File: config.mk
export PLATFORM = sky130hd
export DESIGN_NAME = hdmi_period_scheduler
export DESIGN_NICKNAME = d
export VERILOG_FILES = /design/src/rtl/hdmi_pkg.sv /design/src/rtl/hdmi_timing_counter.sv /design/src/rtl/hdmi_period_scheduler.sv
export SDC_FILE = /design/constraint.sdc
export NUM_CORES = 1
export LEC_CHECK = 0
export CAP_MARGIN = 10
export CORE_MARGIN = 3
export CORE_UTILIZATION = 35
export CTS_CLUSTER_SIZE = 8
export DETAILED_ROUTE_END_ITERATION = 7
export HOLD_SLACK_MARGIN = 0.05
export PLACE_DENSITY = 0.65
export SYNTH_ARGS = -nofsm -noshare
export SYNTH_HDL_FRONTEND = slang
export SYNTH_SLANG_ARGS = --single-unit
File: constraint.sdc
create_clock -name clk -period 1.9 [get_ports clk]
set_input_delay 0.57 -clock clk [delete_from_list [all_inputs] [get_ports clk]]
set_output_delay 0.57 -clock clk [all_outputs]
set_load 0.02 [all_outputs]
File: src/rtl/hdmi_pkg.sv
// Shared HDMI definitions: control-period states, guard-band symbols,
// preamble control word and default 640x480 raster timing.
package hdmi_pkg;

  typedef enum logic [1:0] {
    CTRL     = 2'd0,
    PREAMBLE = 2'd1,
    GUARD    = 2'd2,
    ACTIVE   = 2'd3
  } period_e;

  // Fixed video guard-band TMDS symbols substituted by the top level.
  localparam logic [9:0] GB_CODE_CH0 = 10'b1011001100;
  localparam logic [9:0] GB_CODE_CH1 = 10'b0100110011;
  localparam logic [9:0] GB_CODE_CH2 = 10'b1011001100;

  localparam logic [1:0] PREAMBLE_CTL = 2'b01;

  localparam int DEF_H_ACTIVE = 640;
  localparam int DEF_H_FP     = 16;
  localparam int DEF_H_SYNC   = 96;
  localparam int DEF_H_BP     = 48;
  localparam int DEF_V_ACTIVE = 480;
  localparam int DEF_V_FP     = 10;
  localparam int DEF_V_SYNC   = 2;
  localparam int DEF_V_BP     = 33;

endpackage

File: src/rtl/hdmi_timing_counter.sv
// Raster h/v counters with polarity-adjusted syncs and a look-ahead flag
// telling whether the following line carries active video.
module hdmi_timing_counter #(
  parameter int H_ACTIVE = 640,
  parameter int H_FP     = 16,
  parameter int H_SYNC   = 96,
  parameter int H_BP     = 48,
  parameter int V_ACTIVE = 480,
  parameter int V_FP     = 10,
  parameter int V_SYNC   = 2,
  parameter int V_BP     = 33,
  parameter int HS_POL   = 0,
  parameter int VS_POL   = 0,
  localparam int H_TOTAL = H_ACTIVE + H_FP + H_SYNC + H_BP,
  localparam int V_TOTAL = V_ACTIVE + V_FP + V_SYNC + V_BP,
  localparam int HW      = $clog2(H_TOTAL),
  localparam int VW      = $clog2(V_TOTAL)
) (
  input  logic          clk,
  input  logic          rst,
  output logic [HW-1:0] hcount,
  output logic [VW-1:0] vcount,
  output logic          hsync,
  output logic          vsync,
  output logic          next_active
);

  localparam logic [HW-1:0] H_LAST  = HW'(H_TOTAL - 1);
  localparam logic [VW-1:0] V_LAST  = VW'(V_TOTAL - 1);
  localparam logic [HW-1:0] H_START = HW'(H_ACTIVE);
  localparam logic          HS_LVL  = (HS_POL != 0);
  localparam logic          VS_LVL  = (VS_POL != 0);

  logic [VW-1:0] vcount_nxt;
  logic          hs_act;
  logic          vs_act;

  // Reset parks the raster mid-way through the last blanking line so the
  // first frame still gets a complete preamble and guard band.
  always_ff @(posedge clk) begin
    if (rst) begin
      hcount <= H_START;
      vcount <= V_LAST;
    end else if (hcount == H_LAST) begin
      hcount <= '0;
      vcount <= vcount_nxt;
    end else begin
      hcount <= hcount + 1'b1;
    end
  end

  always_comb begin
    vcount_nxt  = (vcount == V_LAST) ? '0 : vcount + 1'b1;
    next_active = int'(vcount_nxt) < V_ACTIVE;
    hs_act      = (int'(hcount) >= H_ACTIVE + H_FP) &&
                  (int'(hcount) <  H_ACTIVE + H_FP + H_SYNC);
    vs_act      = (int'(vcount) >= V_ACTIVE + V_FP) &&
                  (int'(vcount) <  V_ACTIVE + V_FP + V_SYNC);
    hsync       = hs_act ~^ HS_LVL;
    vsync       = vs_act ~^ VS_LVL;
  end

endmodule

File: src/rtl/hdmi_period_scheduler.sv
// Per-pixel period decode (control / preamble / guard / video) driving the
// three TMDS encoders through one register stage.
module hdmi_period_scheduler
  import hdmi_pkg::*;
#(
  parameter int H_ACTIVE = DEF_H_ACTIVE,
  parameter int H_FP     = DEF_H_FP,
  parameter int H_SYNC   = DEF_H_SYNC,
  parameter int H_BP     = DEF_H_BP,
  parameter int V_ACTIVE = DEF_V_ACTIVE,
  parameter int V_FP     = DEF_V_FP,
  parameter int V_SYNC   = DEF_V_SYNC,
  parameter int V_BP     = DEF_V_BP,
  parameter int HS_POL   = 0,
  parameter int VS_POL   = 0
) (
  input  logic        clk,
  input  logic        rst,
  input  logic [23:0] pix_rgb,
  output logic        pix_req,
  output logic [7:0]  vd0,
  output logic [7:0]  vd1,
  output logic [7:0]  vd2,
  output logic [1:0]  cd0,
  output logic [1:0]  cd1,
  output logic [1:0]  cd2,
  output logic        vde,
  output logic        gb,
  output logic        frame_start
);

  localparam int H_TOTAL = H_ACTIVE + H_FP + H_SYNC + H_BP;
  localparam int V_TOTAL = V_ACTIVE + V_FP + V_SYNC + V_BP;
  localparam int HW      = $clog2(H_TOTAL);
  localparam int VW      = $clog2(V_TOTAL);
  localparam logic [1:0] CD0_IDLE = {(VS_POL == 0), (HS_POL == 0)};

  // A short back porch would let hsync overlap the preamble window.
  if (H_BP < 10) begin : g_bad_hbp
    $error("hdmi_period_scheduler: H_BP must be at least 10");
  end

  logic [HW-1:0] hcount;
  logic [VW-1:0] vcount;
  logic          hsync;
  logic          vsync;
  logic          next_active;
  period_e       period;
  logic [23:0]   vd_n;
  logic [1:0]    cd0_n;
  logic [1:0]    cd1_n;
  logic          vde_n;
  logic          gb_n;
  logic          fs_n;

  hdmi_timing_counter #(
    .H_ACTIVE(H_ACTIVE), .H_FP(H_FP), .H_SYNC(H_SYNC), .H_BP(H_BP),
    .V_ACTIVE(V_ACTIVE), .V_FP(V_FP), .V_SYNC(V_SYNC), .V_BP(V_BP),
    .HS_POL(HS_POL), .VS_POL(VS_POL)
  ) u_timing (
    .clk        (clk),
    .rst        (rst),
    .hcount     (hcount),
    .vcount     (vcount),
    .hsync      (hsync),
    .vsync      (vsync),
    .next_active(next_active)
  );

  always_comb begin
    period = CTRL;
    if (int'(hcount) < H_ACTIVE && int'(vcount) < V_ACTIVE) begin
      period = ACTIVE;
    end else if (next_active && int'(hcount) >= H_TOTAL - 10) begin
      period = (int'(hcount) >= H_TOTAL - 2) ? GUARD : PREAMBLE;
    end
  end

  always_comb begin
    vd_n  = '0;
    cd0_n = {vsync, hsync};
    cd1_n = 2'b00;
    vde_n = 1'b0;
    gb_n  = 1'b0;
    fs_n  = 1'b0;
    case (period)
      ACTIVE: begin
        vde_n = 1'b1;
        vd_n  = pix_rgb;
        fs_n  = (hcount == '0) && (vcount == '0);
      end
      PREAMBLE: cd1_n = PREAMBLE_CTL;
      GUARD: begin
        cd1_n = PREAMBLE_CTL;
        gb_n  = 1'b1;
      end
      default: ;
    endcase
  end

  assign pix_req = (period == ACTIVE) && !rst;
  assign cd2     = 2'b00;

  always_ff @(posedge clk) begin
    if (rst) begin
      vd2         <= '0;
      vd1         <= '0;
      vd0         <= '0;
      cd0         <= CD0_IDLE;
      cd1         <= '0;
      vde         <= 1'b0;
      gb          <= 1'b0;
      frame_start <= 1'b0;
    end else begin
      vd2         <= vd_n[23:16];
      vd1         <= vd_n[15:8];
      vd0         <= vd_n[7:0];
      cd0         <= cd0_n;
      cd1         <= cd1_n;
      vde         <= vde_n;
      gb          <= gb_n;
      frame_start <= fs_n;
    end
  end

endmodule

==> flow_metrics.tcl <==
set metrics [dict create \
    cts_tree "built" \
    worstPathMaxFanout 4 \
    drt_iter0_markers 143 \
    fin_setup_tns_ns 0 \
    ff_latch_area_um2 1010 \
    ys_ff_latch 50 \
    crit_slowest_cell "dfxtp_2" \
    fin_ws_ns 0.0305 \
    yosysTopAreaCell "dfxtp_1" \
    yosysTopAreaCellShare_pct 47.8 \
    cp.required_ns 2.09 \
    grt_util_all_layers_pct 14.1 \
    cp-end-kind "register" \
    drc 0 \
    avgSynthCellArea_um2 9.36 \
    path_clk_slew_ns 0.09 \
    setup_viol 0 \
    place_congestion 0.814 \
    worstPathCellList "buf_6, inv_1, ha_2, nand4b_1, o21ai_2, mux2_4, a31o_2, ha_1, nor2_1" \
    ys_warn_count 0 \
    ios 60 \
    async_flop_share_pct 0 \
    grt-ovfl-total 0 \
    avgViaCountPerCell 4.64 \
    synth_edf_count 0 \
    min_period_over_period_pct 98.4 \
    syn2layout_area_growth_pct 47.1 \
    ir_drop_uv 332 \
    dieArea_um2 6950 \
    yosys.cell_types.count 42 \
    h-tree-depth 2 \
    hold_viol 0 \
    core_area_um2 5640 \
    die_w_um 83.4 \
    placed_cell_area_um2 2910 \
    vias 1778 \
    ys.flop_type "dfxtp_1" \
    arrival_ns 2.06 \
    fillers 520 \
    layout-drive-gt1-share_pct 21.9 \
    fmax_mhz 535 \
    antenna_found_initial 0 \
    slew_viol_final 0 \
    critical_path_class "reg -> reg" \
    numPortBuffers 56 \
    status "finished, final reports clean" \
    p_per_area_nw_per_um2 610 \
    synthTopCellsByCount "dfxtp_1 (50), and2_1 (24), nor2_1 (20), nand2_1 (15), nand3_1 (14)" \
    drt_first_pass_iters 4 \
    final_net_count 342 \
    post_drt_wl_per_cell_um 12.6 \
    critPathLaunchType "register" \
    design_power_total_w 0.00188 \
    clock_latency_ns 0.30 \
    whs_ns 0.484 \
    n_antenna_cell 0 \
    start_util_pct 37.1 \
    root_buffer "clkbuf_8" \
    die_h_um 83.4 \
    grt_pass1_wl_mm 8.04 \
    grt_max_degree 26 \
    cts.sinks 50 \
    grt_pass1_vias 1716 \
    ant_nets 0 \
    yosysMostFrequentCell "dfxtp_1" \
    rsz0062_at_grt "true" \
    netlist_top_cells_area "dfxtp_1 (48%), and2_1 (7.2%), nor2_1 (3.6%)" \
    synth_cells 224 \
    clock-skew-final_ns 0.00357 \
    critPathMaxStageDelay_ns 0.36 \
    routed_wl_mm 4.83 \
    hold_path.class "reg -> reg" \
    stdcell_area_um2 3080 \
    max_cap_violations 0 \
    cts_buffers 5 \
    place_worst_setup_slack_ns -0.541 \
    rows 27 \
    yosysSeqAreaShare_pct 47.8 \
    hpwl_mm 3.59 \
    post_cts_buffers 0 \
    cts.path.max_buffers 2 \
    multi_input_comb_area_um2 993 \
    leakagePower_nw 1.20 \
    synth_area_um2 2100 \
    period_minus_slack_ns 1.87 \
]
cells by family after synthesis:
logic type | after synthesis | synth area share, %
AOI/OAI and AO/OA | 23 | 7.16
and+or+nand+nor | 109 | 28.1
adders and majority gates | 5 | 2.99
DFF | 50 | 47.8
muxes | 1 | 0.716
xor gates and xnor gates | 12 | 5.01
buffers and inverters | 23 | 8.06
other | 1 | 0.179
routing by layer:
metal  part of all wire [%]  up-vias  wire length [um]  GRT usage, %
met4                    1.4        0                68          4.46
li1                       -      921                 -             -
met3                    2.8        5               134          2.48
met2                     51       25              2470          24.4
met1                     45      827              2150          17.7
met5                      0        -                 0             0
state kept, by name, summed over array words and instances (netlist names):
| signal | flops |
|---|---|
| cd1 | 1 |
| u_timing.hcount | 10 |
| vd2 | 8 |
| cd0 | 2 |
| vde | 1 |
| vd1 | 8 |
| vd0 | 8 |
| gb | 1 |
| u_timing.vcount | 10 |
| frame_start | 1 |
worst max-delay path: cells and delay by family, from the launching register on:
| family | cells | cell delay, ns |
|---|---|---|
| adders and majority gates | 2 | 0.46 |
| buffers and inverters | 2 | 0.16 |
| DFF | 1 | 0.36 |
| muxes | 1 | 0.27 |
| AOI/OAI and AO/OA | 2 | 0.32 |
| and+or+nand+nor | 2 | 0.18 |
final cells by class:
cell class                      instances  share of cell area [%]
Multi-Input combinational cell        153                    32.2
Timing Repair Buffer                   95                    27.9
Clock inverter                          2                    1.26
Clock buffer                            5                    2.23
Tap cell                               72                    2.92
Sequential cell                        50                    32.7
Inverter                                6                   0.731
timing repair:
item,in CTS,in global routing
gates resized for setup,11,15
hold buffers,0,0
endpoints found under the setup margin,3,2
gates cloned,0,0
pin swaps,3,6
hold endpoints to repair,0,0
final timing paths:
kind | from | endpoint | slack [ns] | depth (start not counted)
setup / recovery | u_timing.vcount[0]$_SDFFE_PP0N_ | cd1[0]$_SDFF_PP0_ | 0.03 | 9
hold / removal | u_timing.hcount[0]$_SDFF_PP0_ | u_timing.hcount[0]$_SDFF_PP0_ | 0.48 | 1
setup reg to reg | u_timing.vcount[0]$_SDFFE_PP0N_ | cd1[0]$_SDFF_PP0_ | 0.03 | 9
hold reg to reg | u_timing.hcount[0]$_SDFF_PP0_ | u_timing.hcount[0]$_SDFF_PP0_ | 0.48 | 1
stage by stage:
step	utilization, %	instances
global placement	51.5	376
CTS	53.8	383
finish	54.6	383
detailed placement	51.5	376
floorplan	-	226
global route	54.6	383
report_power, final:
part | switching [W] | internal (W) | total (W)
clock | 0.000349 | 0.000388 | 0.000736
combinational | 0.0000304 | 0.0000588 | 0.0000892
sequential | 0.00000317 | 0.00105 | 0.00106
total | 0.000382 | 0.00150 | 0.00188
placed cells by master, fill, tap and decap left out, drive strengths merged, types with 2 or more instances in the layout:
cell and instances:
a211o 3, a21oi 5, a22oi 2, a31oi 2, and2 24, and3 4
buf 40, clkbuf 5, clkdlybuf4s50 54, conb 3, dfxtp 50, ha 5
inv 6, nand2 15, nand3 14, nand4 3, nor2 20, nor2b 2
nor3 14, nor3b 2, nor4 4, o21ai 6, or4 3, xnor2 5
xor2 7
Power figures use the tool's default switching activity.
